**src/rtl/alu_ctrl_pkg.sv**
```systemverilog
// Shared encodings for the registered ALU control decoder: ALUOp values, control codes,
// R-type funct patterns and FSM states.
package alu_ctrl_pkg;

   localparam logic [1:0] ALUOP_LS = 2'b00;
   localparam logic [1:0] ALUOP_BR = 2'b01;
   localparam logic [1:0] ALUOP_R  = 2'b10;
   localparam logic [1:0] ALUOP_I  = 2'b11;

   localparam logic [3:0] CTRL_AND  = 4'b0000;
   localparam logic [3:0] CTRL_XOR  = 4'b0001;
   localparam logic [3:0] CTRL_SLL  = 4'b0010;
   localparam logic [3:0] CTRL_ADD  = 4'b0011;
   localparam logic [3:0] CTRL_SUB  = 4'b0100;
   localparam logic [3:0] CTRL_MUL  = 4'b0101;
   localparam logic [3:0] CTRL_ADDI = 4'b0110;
   localparam logic [3:0] CTRL_SRAI = 4'b0111;
   localparam logic [3:0] CTRL_LS   = 4'b1000;
   localparam logic [3:0] CTRL_BEQ  = 4'b1001;

   // {funct7, funct3}
   localparam logic [9:0] FUNCT_AND = 10'b0000000111;
   localparam logic [9:0] FUNCT_XOR = 10'b0000000100;
   localparam logic [9:0] FUNCT_SLL = 10'b0000000001;
   localparam logic [9:0] FUNCT_ADD = 10'b0000000000;
   localparam logic [9:0] FUNCT_SUB = 10'b0100000000;
   localparam logic [9:0] FUNCT_MUL = 10'b0000001000;

   typedef enum logic {
      StIdle,
      StMulWait
   } state_e;

endpackage

```
**src/rtl/alu_ctrl_dec.sv**
```systemverilog
// Pure combinational ALUOp/funct decode: control code, mul flag and illegal R-type flag.
module alu_ctrl_dec #(
   parameter int unsigned FUNCT_W = 10,
   parameter int unsigned CTRL_W  = 4
) (
   input  logic [FUNCT_W-1:0] funct_i,
   input  logic [1:0]         alu_op_i,
   output logic [CTRL_W-1:0]  code_o,
   output logic               is_mul_o,
   output logic               illegal_o
);
   import alu_ctrl_pkg::*;

   always_comb begin
      code_o    = CTRL_W'(CTRL_ADD);
      is_mul_o  = 1'b0;
      illegal_o = 1'b0;
      unique case (alu_op_i)
         ALUOP_LS: code_o = CTRL_W'(CTRL_LS);
         ALUOP_BR: code_o = CTRL_W'(CTRL_BEQ);
         ALUOP_I:  code_o = funct_i[0] ? CTRL_W'(CTRL_SRAI) : CTRL_W'(CTRL_ADDI);
         ALUOP_R: begin
            case (funct_i)
               FUNCT_W'(FUNCT_AND): code_o = CTRL_W'(CTRL_AND);
               FUNCT_W'(FUNCT_XOR): code_o = CTRL_W'(CTRL_XOR);
               FUNCT_W'(FUNCT_SLL): code_o = CTRL_W'(CTRL_SLL);
               FUNCT_W'(FUNCT_ADD): code_o = CTRL_W'(CTRL_ADD);
               FUNCT_W'(FUNCT_SUB): code_o = CTRL_W'(CTRL_SUB);
               FUNCT_W'(FUNCT_MUL): begin
                  code_o   = CTRL_W'(CTRL_MUL);
                  is_mul_o = 1'b1;
               end
               // Unknown funct still issues as add so the ALU sees a defined code.
               default: illegal_o = 1'b1;
            endcase
         end
      endcase
   end

endmodule

```
**src/rtl/alu_ctrl_seq.sv**
```systemverilog
// Registered ALU control decode with multi-cycle MUL sequencing and stall generation.
// Optional perf counters are built when ALU_CTRL_PERF_EN is defined.
module alu_ctrl_seq #(
   parameter int unsigned FUNCT_W = 10,
   parameter int unsigned CTRL_W  = 4,
   parameter int unsigned MUL_LAT = 3
) (
   input  logic               clk_i,
   input  logic               rst_i,
   input  logic               valid_i,
   input  logic               flush_i,
   input  logic [FUNCT_W-1:0] funct_i,
   input  logic [1:0]         ALUOp_i,
   output logic [CTRL_W-1:0]  ALUCtrl_o,
   output logic               valid_o,
   output logic               busy_o,
`ifdef ALU_CTRL_PERF_EN
   output logic [31:0]        mul_stall_cnt_o,
   output logic [15:0]        illegal_cnt_o,
`endif
   output logic               illegal_o
);
   import alu_ctrl_pkg::*;

   localparam logic [3:0] MulCntInit = 4'(MUL_LAT - 1);
   localparam bit         MulMulti   = (MUL_LAT > 1);

   logic [CTRL_W-1:0] dec_code;
   logic              dec_is_mul;
   logic              dec_illegal;

   state_e            state_q, state_d;
   logic [3:0]        cnt_q, cnt_d;
   logic [CTRL_W-1:0] ctrl_q, ctrl_d;
   logic              valid_q, valid_d;
   logic              busy_q, busy_d;
   logic              illegal_q, illegal_d;

   alu_ctrl_dec #(
      .FUNCT_W (FUNCT_W),
      .CTRL_W  (CTRL_W)
   ) u_dec (
      .funct_i   (funct_i),
      .alu_op_i  (ALUOp_i),
      .code_o    (dec_code),
      .is_mul_o  (dec_is_mul),
      .illegal_o (dec_illegal)
   );

   always_comb begin
      state_d   = state_q;
      cnt_d     = cnt_q;
      ctrl_d    = ctrl_q;
      valid_d   = 1'b0;
      busy_d    = 1'b0;
      illegal_d = 1'b0;
      if (flush_i) begin
         state_d = StIdle;
         cnt_d   = 4'd0;
      end else begin
         unique case (state_q)
            StIdle: begin
               if (valid_i) begin
                  ctrl_d    = dec_code;
                  valid_d   = 1'b1;
                  illegal_d = dec_illegal;
                  if (dec_is_mul && MulMulti) begin
                     state_d = StMulWait;
                     cnt_d   = MulCntInit;
                     busy_d  = 1'b1;
                  end
               end
            end
            StMulWait: begin
               // Upstream is stalled, so valid_i carries nothing meaningful here.
               ctrl_d  = CTRL_W'(CTRL_MUL);
               valid_d = 1'b1;
               if (cnt_q <= 4'd1) begin
                  state_d = StIdle;
                  cnt_d   = 4'd0;
               end else begin
                  cnt_d  = cnt_q - 4'd1;
                  busy_d = 1'b1;
               end
            end
         endcase
      end
   end

   always_ff @(posedge clk_i or posedge rst_i) begin
      if (rst_i) begin
         state_q   <= StIdle;
         cnt_q     <= 4'd0;
         ctrl_q    <= '0;
         valid_q   <= 1'b0;
         busy_q    <= 1'b0;
         illegal_q <= 1'b0;
      end else begin
         state_q   <= state_d;
         cnt_q     <= cnt_d;
         ctrl_q    <= ctrl_d;
         valid_q   <= valid_d;
         busy_q    <= busy_d;
         illegal_q <= illegal_d;
      end
   end

   assign ALUCtrl_o = ctrl_q;
   assign valid_o   = valid_q;
   assign busy_o    = busy_q;
   assign illegal_o = illegal_q;

`ifdef ALU_CTRL_PERF_EN
   logic [31:0] stall_cnt_q;
   logic [15:0] ill_cnt_q;

   always_ff @(posedge clk_i or posedge rst_i) begin
      if (rst_i) begin
         stall_cnt_q <= '0;
         ill_cnt_q   <= '0;
      end else begin
         if (busy_q && (stall_cnt_q != '1)) stall_cnt_q <= stall_cnt_q + 32'd1;
         if (illegal_q && (ill_cnt_q != '1)) ill_cnt_q <= ill_cnt_q + 16'd1;
      end
   end

   assign mul_stall_cnt_o = stall_cnt_q;
   assign illegal_cnt_o   = ill_cnt_q;
`endif

endmodule

```
**config.mk**
```make
export PLATFORM = sky130hd
export DESIGN_NAME = alu_ctrl_seq
export DESIGN_NICKNAME = d
export VERILOG_FILES = /design/src/rtl/alu_ctrl_pkg.sv /design/src/rtl/alu_ctrl_dec.sv /design/src/rtl/alu_ctrl_seq.sv
export SDC_FILE = /design/constraint.sdc
export NUM_CORES = 1
export LEC_CHECK = 0
export ABC_AREA = 1
export CORE_MARGIN = 10
export CORE_UTILIZATION = 30
export DETAILED_ROUTE_END_ITERATION = 6
export GPL_ROUTABILITY_DRIVEN = 0
export PLACE_DENSITY = 0.66
export SYNTH_ARGS = -nofsm -noshare
export SYNTH_HDL_FRONTEND = slang
export SYNTH_SLANG_ARGS = --single-unit
```
**constraint.sdc**
```tcl
create_clock -name clk_i -period 1.2 [get_ports clk_i]
set_input_delay 0.24 -clock clk_i [delete_from_list [all_inputs] [get_ports clk_i]]
set_output_delay 0.24 -clock clk_i [all_outputs]
set_load 0.03 [all_outputs]
```
==> impl_metrics.csv, run 1 <==
group,metric,value,unit
clocking,hold_buffers,0,
timing,worstMarginPinSlew,0.4259,ns
global_route,grt_util_all_layers,0.08559,
place,dpl_worst_slack,-0.3477,ns
routing,wl_per_cell,12.21,um
power,fin_total_pwr,897.0,uW
timing,clock_skew,0.0005565,ns
clocking,clkSlewWorstSetupHoldPaths,0.07,ns
setup_path,critPathArrivalTime,1.38,ns
synth,synthFlopType,"dfrtp_1",
cells_and_area,stdcell_area,1232,um^2
timing,rsz0062_at_grt,"true",
setup_path,startpoint_type,"flop",
worst_hold_path,hp-class,"primary input to async pin",
setup_path,worst_setup_path_end_kind,"flop",
floorplan,io_pins,23,
global_route,grt_max_degree,12,
timing,max_freq,0.8139,GHz
clocking,cts-root-buf,"clkbuf_4",
floorplan,die_h,68.80,um
clocking,clk_path_buf_depth,2,
timing,fin_crit,1.229,ns
clocking,insertion_delay,0.27,ns
floorplan,dieArea,4733,um^2
synth,netlist_instances,97,
floorplan,num_rows,17,
timing,drv_slew,0,
setup_path,critPathKind,"flop to flop",
place,hpwl,1556,um
power,power_density,727.8,nW/um^2
timing,period_share,1.024,
routing,antenna_left,0,
global_route,grt_pass1_wl,3098,um
clocking,numCtsBuffers,3,
synth,synth-seq-cells,11,
run,maxCapViolCount,0,
routing,drcViolationCount,0,
cells_and_area,nFillCells,205,
place,io_buffers,22,
timing,layout_setup_ws,-0.02870,ns
synth,synth.avg_cell_area,7.365,um^2
power,p_leak,0.6976,nW
status,violations,"negative setup slack",
global_route,antenna_found_initial,0,
setup_path,required,1.35,ns
clocking,h-tree-depth,1,
synth,synthArstFlopShare,1.000,
place,placed_area,1064,um^2
setup_path,cp_max_fo,5,
cells_and_area,final_layout_size_suffix_gt1_frac,0.4545,
synth,synth.distinct_cells,23,
global_route,grt.overflow.total,0,
synth,ys_seq_area_frac,0.3853,
clocking,cts_tree,"built",
routing,viasPerCell,4.561,
timing,slew_headroom,0.7158,
routing,wl,2088,um
synth,synth_edf_count,0,
routing,vias,780,
routing,first_iter_violations,13,
status,status,"complete, but fails checks",
synth,synth_fp_nets,115,
power,vdd_drop_max,0.0005466,V
global_route,grt_pass1_vias,804,
cells_and_area,diodes,0,
floorplan,die_w,68.80,um
timing,setup_viol,3,
floorplan,core,2233,um^2
synth,ys_warn_count,0,
cells_and_area,nets,162,
cells_and_area,area_delta_synth_final,72.50,%
timing,setup_tns,-0.04190,ns
floorplan,start_util,0.3199,
setup_path,r2r_slack,-0.03,ns
routing,drt_first_pass_iters,4,
clocking,cts_sinks,11,
synth,synth_area,714.4,um^2
timing,hold_viol,0,
==> kinds of logic (layout without fill, tap and decap cells) <==
| kind of cell | Yosys count | count (layout) | share of synthesized area |
|---|---|---|---|
| AND/OR/NAND/NOR | 51 | 51 | 0.3397 |
| AO/OA/AOI/OAI | 11 | 11 | 0.1103 |
| XOR/XNOR | 2 | 2 | 0.02452 |
| flip-flops | 11 | 11 | 0.3853 |
| buffers and inverters | 20 | 66 | 0.1051 |
| adder cells (fa/ha/maj) | 2 | 2 | 0.03502 |
==> state kept, by name (all words and copies together) (netlist names) <==
register	count
ALUCtrl_o	4
busy_o	1
cnt_q	4
illegal_o	1
valid_o	1
==> final cells by class <==
type	instances	area [um^2]	share of cell area
clock buffer	4	26.28	0.02132
tap	28	35.03	0.02843
sequential	11	275.3	0.2234
timing repair buffer	42	369.1	0.2995
inverter	20	75.07	0.06091
multi-input combinational	66	451.7	0.3665
==> routing by layer <==
layer	share of wire	GRT usage	up-vias
met2	0.54	0.1671	16
met3	0.064	0.04187	6
met5	0	0	-
met4	0.022	0.02956	0
met1	0.37	0.07328	362
li1	-	-	396
==> critical path, cell delays in order (launching register included) <==
cell     delay [ns]
dfrtp_1        0.40
inv_2          0.11
ha_4           0.14
nor2_2         0.04
o31ai_4        0.27
o22ai_1        0.14
==> stage by stage <==
| step | instances | utilization | hold WS, ns |
|---|---|---|---|
| finish | 171 | 0.5518 | 0.2597 |
| detailed placement | 160 | 0.4762 | 0.4728 |
| global route | 171 | 0.5518 | 0.2954 |
| CTS | 166 | 0.5160 | 0.2740 |
| global placement | 160 | 0.4762 | 0.4683 |
| floorplan | 97 | - | 0.09244 |
==> report_power, final <==
part           total, mW  internal (mW)  switching, mW
logic              0.243          0.109          0.134
clock network      0.254          0.129          0.125
registers          0.400          0.390        0.00988
==> timing repair <==
item / CTS / global route
resized for setup: 16 / 17
endpoints found under the setup margin: 7 / 8
pin swaps: 9 / 17
buffers inserted: 2 / 5
==> cells in the mapped netlist (2+ instances only) <==
cell / number / area [um^2]
nand3_1: 6 / 30.03
o21ai_1: 3 / 15.01
dfrtp_1: 11 / 275.3
nor2_2: 3 / 18.77
nor2_1: 12 / 45.04
nor3_1: 3 / 15.01
a21oi_1: 2 / 10.01
nand2_2: 4 / 25.02
nand2_1: 20 / 75.07
inv_2: 2 / 7.510
inv_1: 18 / 67.56
ha_1: 2 / 25.02
==> layout by cell type, fill, tap and decap left out, types with 3 or more instances in the layout <==
master / n
clkdlybuf4s50_1: 4
nand2_2: 6
nand3_1: 5
nor2_1: 6
nand2_1: 17
o21ai_1: 3
inv_2: 8
nor2_4: 3
buf_4: 27
dlygate4sd2_1: 3
inv_1: 12
clkbuf_4: 3
nor2_2: 7
dlymetal6s2s_1: 8
dfrtp_1: 11
==> path summary, 6_finish.rpt <==
check	startpoint	end	cells after the start
hold / removal	rst_i	cnt_q[1]$_DFFE_PP0P_	2
setup / recovery	cnt_q[1]$_DFFE_PP0P_	cnt_q[2]$_DFFE_PP0P_	5
hold reg to reg	ALUCtrl_o[1]$_DFFE_PP0P_	ALUCtrl_o[1]$_DFFE_PP0P_	2
min in group clk_i	flush_i	ALUCtrl_o[2]$_DFFE_PP0P_	4
setup reg to reg	cnt_q[1]$_DFFE_PP0P_	cnt_q[2]$_DFFE_PP0P_	5
max in group asynchronous	rst_i	illegal_o$_DFF_PP0_	2
No activity file was read; power rests on OpenSTA's default activity.
==> run 2, diff against run 1 <==
--- a/config.mk
+++ b/config.mk
@@ -6,11 +6,12 @@
 export NUM_CORES = 1
 export LEC_CHECK = 0
 export ABC_AREA = 1
-export CORE_MARGIN = 10
+export CORE_MARGIN = 1.5
 export CORE_UTILIZATION = 30
 export DETAILED_ROUTE_END_ITERATION = 6
 export GPL_ROUTABILITY_DRIVEN = 0
 export PLACE_DENSITY = 0.66
+export SKIP_LAST_GASP = 1
 export SYNTH_ARGS = -nofsm -noshare
 export SYNTH_HDL_FRONTEND = slang
 export SYNTH_SLANG_ARGS = --single-unit
==> run 2 against run 1 <==
Against the previous run:
- the run still ends with negative setup slack left
- sequential share of layout area rose by 0.63 points
- clock-buffer cell count is the same
- sequential power about the same
- register-to-register slack barely moved
- via count down 4.4%
- clock power shrank 2%
- die area shrank 43%
- power shrank 2.0%
- cell area down 2.7%
- critical path type unchanged
- highest routed layer unchanged
==> impl_metrics.csv, run 2 (synthesized netlist as in run 1, its figures left out) <==
group,metric,value,unit
status,status,"complete, but fails checks",
status,violations,"negative setup slack",
global_route,grt_util_all_layers,0.1484,
power,p_clk_frac,0.283,
global_route,grt_pass1_vias,754,
clocking,clk_path_buf_depth,2,
floorplan,die_w,51.80,um
power,switching_power,259.2,uW
routing,antenna_left,0,
cells_and_area,area_delta_synth_final,67.78,%
global_route,grt_max_degree,12,
floorplan,start_util,0.3199,
floorplan,die_h,51.80,um
timing,drv_slew,0,
timing,clock_skew,0.002352,ns
clocking,cts-root-buf,"clkbuf_4",
timing,setup_viol,3,
cells_and_area,regArea,275.3,um^2
place,io_buffers,22,
cells_and_area,final_cell_mix,"buf_4, nand2_1, dfrtp_1, inv_1, inv_2",
setup_path,worst_setup_path_end_kind,"flop",
power,share_comb_of_total_power,0.262,
clocking,h-tree-depth,1,
global_route,grt.overflow.total,0,
setup_path,cpPeakStageDelay,0.39,ns
timing,fin_crit,1.218,ns
place,placed_area,1056,um^2
place,hpwl,1330,um
clocking,cts_tree,"built",
timing,period_share,1.015,
run,maxCapViolCount,0,
cells_and_area,multiInputGateArea,449.2,um^2
timing,layout_setup_ws,-0.01760,ns
power,vdd_drop_max,0.0005319,V
cells_and_area,stdcell_area,1199,um^2
routing,wl_per_cell,10.18,um
cells_and_area,nets,159,
cells_and_area,nFillCells,217,
cells_and_area,diodes,0,
clocking,clkSlewWorstSetupHoldPaths,0.07,ns
clocking,cts_sinks,11,
global_route,grt_pass1_wl,2987,um
clocking,numCtsBuffers,3,
setup_path,critical-path-slowest-cell,"dfrtp_1",
clocking,hold_buffers,0,
timing,max_freq,0.8213,GHz
timing,slew_headroom,0.7107,
setup_path,critPathKind,"flop to flop",
floorplan,core,2233,um^2
setup_path,path_cells,"buf_4 -> ha_4 -> nor2_4 -> o31ai_4 -> o22ai_1",
routing,drcViolationCount,0,
routing,first_iter_violations,17,
setup_path,cp_top_family,"flip-flops",
setup_path,critPathArrivalTime,1.36,ns
global_route,antenna_found_initial,0,
setup_path,required,1.35,ns
cells_and_area,final_common_cell,"buf_4",
setup_path,startpoint_type,"flop",
routing,viasPerCell,4.440,
cells_and_area,final_layout_size_suffix_gt1_frac,0.4500,
floorplan,num_rows,17,
floorplan,dieArea,2683,um^2
power,p_leak,0.6695,nW
power,pwr-share-seq,0.455,
power,power_density,733.6,nW/um^2
timing,hold_viol,0,
place,dpl_worst_slack,-0.4014,ns
power,switching_share,0.2947,
worst_hold_path,hp-class,"primary input to async pin",
timing,worstMarginPinSlew,0.4335,ns
power,internal_power,620.1,uW
place,place_inst,159,
floorplan,io_pins,23,
cells_and_area,stdcell_count,168,
routing,wl,1711,um
clocking,insertion_delay,0.27,ns
timing,rsz0062_at_grt,"true",
routing,drt_first_pass_iters,4,
routing,vias,746,
setup_path,crit_buf_inv,1,
setup_path,cp_max_fo,5,
-- run 2: path summary, 6_finish.rpt --
| check | to | cells past startpoint | startpoint | slack [ns] |
|---|---|---|---|---|
| max | cnt_q[2]$_DFFE_PP0P_ | 5 | cnt_q[0]$_DFFE_PP0P_ | -0.02 |
| min | cnt_q[2]$_DFFE_PP0P_ | 2 | rst_i | 0.27 |
| max reg2reg | cnt_q[2]$_DFFE_PP0P_ | 5 | cnt_q[0]$_DFFE_PP0P_ | -0.02 |
| min reg2reg | ALUCtrl_o[1]$_DFFE_PP0P_ | 2 | ALUCtrl_o[1]$_DFFE_PP0P_ | 0.49 |
| max in group asynchronous | ALUCtrl_o[0]$_DFFE_PP0P_ | 2 | rst_i | 0.64 |
| min in group clk_i | ALUCtrl_o[2]$_DFFE_PP0P_ | 4 | flush_i | 0.37 |
-- run 2: timing repair --
item                                   4_1_cts  5_1_grt
pin swaps                                   14       14
setup endpoints to repair                    7        8
gates resized for setup                     19       16
endpoints found under the hold margin        0        0
setup buffers                                4        1
-- run 2: metrics by stage --
step	util	power [mW]	setup TNS, ns	hold slack, ns
2_1_floorplan	-	0.5138	-0.01175	0.09244
3_3_place_gp	0.4728	0.6271	-2.592	0.4690
3_5_place_dp	0.4728	0.6310	-2.965	0.4710
4_1_cts	0.5199	0.8917	-0.05009	0.2751
5_1_grt	0.5367	0.9332	-0.4498	0.2904
6_report	0.5367	0.8793	-0.02778	0.2651
-- run 2: cell type report --
cell class | count | share of cell area
sequential | 11 | 0.2296
multi-input combinational | 66 | 0.3747
clock buffer | 4 | 0.02192
tap | 28 | 0.02923
inverter | 20 | 0.06263
timing repair buffer | 39 | 0.2818
-- run 2: power by group through the flow --
stage / Combinational [mW] / Clock (mW) / Sequential, mW
floorplan: 0.0678 / 0 / 0.446
global placement: 0.220 / 0 / 0.407
detailed placement: 0.224 / 0 / 0.407
CTS: 0.228 / 0.264 / 0.400
global route: 0.251 / 0.279 / 0.403
finish: 0.230 / 0.249 / 0.400
-- run 2: layer usage --
metal | part of all wire | track usage
met3 | 0.041 | 0.04310
met1 | 0.40 | 0.1631
met2 | 0.55 | 0.2821
met5 | 0 | 0
met4 | 0.0041 | 0.02632
==> run 3, diff against run 2 <==
--- a/config.mk
+++ b/config.mk
@@ -9,8 +9,9 @@
 export CORE_MARGIN = 1.5
 export CORE_UTILIZATION = 30
 export DETAILED_ROUTE_END_ITERATION = 6
+export DONT_BUFFER_PORTS = 1
 export GPL_ROUTABILITY_DRIVEN = 0
-export PLACE_DENSITY = 0.66
+export PLACE_DENSITY = 0.53
 export SKIP_LAST_GASP = 1
 export SYNTH_ARGS = -nofsm -noshare
 export SYNTH_HDL_FRONTEND = slang
==> run 3 against run 2 <==
Against the previous run:
- the run still ends with negative setup slack left
- cell count decreased by 18%
- register-to-register slack got worse by 0.02 ns
- fmax decreased by 1.5%
- clock skew decreased by 0.0017 ns
- non-clock buffer count decreased by 31
- global-route usage decreased by 1.2 points
- flip-flop and latch count unchanged
- highest routed layer unchanged
- worst hold slack got worse by 0.20 ns
- utilization decreased by 14 points
- wire length decreased by 10%
==> impl_metrics.csv, run 3 (synthesized netlist as in run 1, its figures left out) <==
group,metric,value,unit
timing,period_share,1.030,
clocking,insertion_delay,0.26,ns
timing,clock_skew,0.0006845,ns
setup_path,r2r-start,"cnt_q[0]$_DFFE_PP0P_",
routing,viasPerCell,4.547,
clocking,clkSlewWorstSetupHoldPaths,0.07,ns
status,status,"complete, but fails checks",
setup_path,required,1.34,ns
routing,antenna_left,0,
place,hpwl,1227,um
global_route,grt_max_degree,12,
floorplan,num_rows,17,
routing,wl,1537,um
power,p_clk_frac,0.319,
timing,setup_viol,3,
timing,max_freq,0.8089,GHz
power,pwr-share-seq,0.573,
cells_and_area,stdcell_area,885.9,um^2
power,vdd_drop_max,0.0005372,V
global_route,grt_pass1_vias,667,
setup_path,worst_setup_path_end_kind,"flop",
setup_path,startpoint_type,"flop",
setup_path,timing.rr.end,"cnt_q[2]$_DFFE_PP0P_",
global_route,grt.overflow.total,0,
floorplan,io_pins,23,
routing,wl_per_cell,11.22,um
place,io_buffers,0,
worst_hold_path,hp-start,"ALUOp_i[1]",
clocking,cts-root-buf,"clkbuf_4",
worst_hold_path,worstHoldPathCells,1,
timing,fin_crit,1.236,ns
setup_path,critPathKind,"flop to flop",
power,switching_power,224.4,uW
power,share_comb_of_total_power,0.107,
cells_and_area,regArea,275.3,um^2
routing,drcViolationCount,0,
clocking,clk_path_buf_depth,2,
floorplan,start_util,0.3199,
clocking,numCtsBuffers,3,
cells_and_area,area_delta_synth_final,23.99,%
clocking,h-tree-depth,1,
timing,setup_tns,-0.05436,ns
cells_and_area,final_common_cell,"nand2_1",
setup_path,ff2ff_path_depth,5,
place,place_inst,129,
timing,layout_setup_ws,-0.03630,ns
floorplan,die_w,51.80,um
timing,slew_headroom,0.7072,
power,p_leak,0.4677,nW
cells_and_area,nFillCells,236,
worst_hold_path,hold_end,"ALUCtrl_o[3]$_DFFE_PP0P_",
timing,hold_viol,0,
cells_and_area,multiInputGateArea,411.6,um^2
global_route,grt_util_all_layers,0.1362,
timing,worstMarginPinSlew,0.4387,ns
routing,drt_first_pass_iters,4,
setup_path,r2r_slack,-0.04,ns
power,internal_power,546.8,uW
cells_and_area,stdcell_count,137,
place,placed_area,793.3,um^2
cells_and_area,final_cell_mix,"nand2_1, inv_1, dfrtp_1, nor2_1, buf_4",
run,maxCapViolCount,0,
status,violations,"negative setup slack",
timing,rsz0062_at_grt,"true",
clocking,cts_sinks,11,
setup_path,cp_max_fo,5,
cells_and_area,diodes,0,
setup_path,critPathArrivalTime,1.37,ns
cells_and_area,nets,128,
global_route,antenna_found_initial,0,
floorplan,core,2233,um^2
cells_and_area,fin_util,0.3966,
timing,drv_slew,0,
routing,first_iter_violations,6,
power,switching_share,0.2910,
routing,vias,623,
cells_and_area,final_layout_size_suffix_gt1_frac,0.3119,
floorplan,die_h,51.80,um
global_route,grt_pass1_wl,2642,um
clocking,cts_tree,"built",
power,fin_total_pwr,771.1,uW
power,power_density,870.5,nW/um^2
worst_hold_path,hp-class,"primary input to flop",
floorplan,dieArea,2683,um^2
## run 3: cell type report
class,count,share of cell area
multi-input combinational,66,0.4647
sequential,11,0.3107
inverter,20,0.08475
timing repair buffer,8,0.07062
tap,28,0.03955
clock buffer,4,0.02966
## run 3: metrics by stage
step	hold WS [ns]	setup slack, ns
after floorplan	0.09244	-0.01175
after global placement	0.1527	-0.02207
after detailed placement	0.1526	-0.09204
after CTS	0.05617	-0.04259
after global routing	0.05576	-0.1046
final	0.06492	-0.03630
## run 3: layer usage
metal	vias up	share of wire	GRT usage
li1	326	-	-
met1	283	0.38	0.1234
met2	12	0.55	0.2735
met3	2	0.058	0.06034
met4	0	0.0065	0.02632
met5	-	0	0
## run 3: timing repair
| item | 4_1_cts | 5_1_grt |
|---|---|---|
| endpoints found under the hold margin | 11 | 0 |
| buffers inserted | 2 | 1 |
| hold buffers | 1 | 0 |
| gates resized for setup | 5 | 2 |
| cloned | 0 | 0 |
| pin swaps | 3 | 2 |
| setup endpoints to repair | 5 | 7 |
## run 3: how the worst max path moves through the flow
stage          cells past startpoint            startpoint                       end
2_1_floorplan                      6      busy_o$_DFF_PP0_  ALUCtrl_o[0]$_DFFE_PP0P_
3_3_place_gp                       5  cnt_q[0]$_DFFE_PP0P_      cnt_q[2]$_DFFE_PP0P_
3_5_place_dp                       5  cnt_q[0]$_DFFE_PP0P_      cnt_q[2]$_DFFE_PP0P_
4_1_cts                            5  cnt_q[1]$_DFFE_PP0P_      cnt_q[2]$_DFFE_PP0P_
5_1_grt                            5  cnt_q[1]$_DFFE_PP0P_      cnt_q[2]$_DFFE_PP0P_
6_report                           5  cnt_q[0]$_DFFE_PP0P_      cnt_q[2]$_DFFE_PP0P_
## run 3: power groups by stage
stage | Sequential, mW | Clock [mW] | Combinational [mW]
after floorplan | 0.446 | 0 | 0.0678
after global placement | 0.449 | 0 | 0.0785
after detailed placement | 0.450 | 0 | 0.0802
after CTS | 0.443 | 0.262 | 0.0837
after global routing | 0.445 | 0.277 | 0.0985
final | 0.442 | 0.246 | 0.0828
## run 3: worst max-delay path: stages, from the launching register on
cell,delay (ns)
dfrtp_1,0.39
buf_4,0.14
ha_4,0.12
nor2_2,0.04
o31ai_4,0.29
o22ai_2,0.14
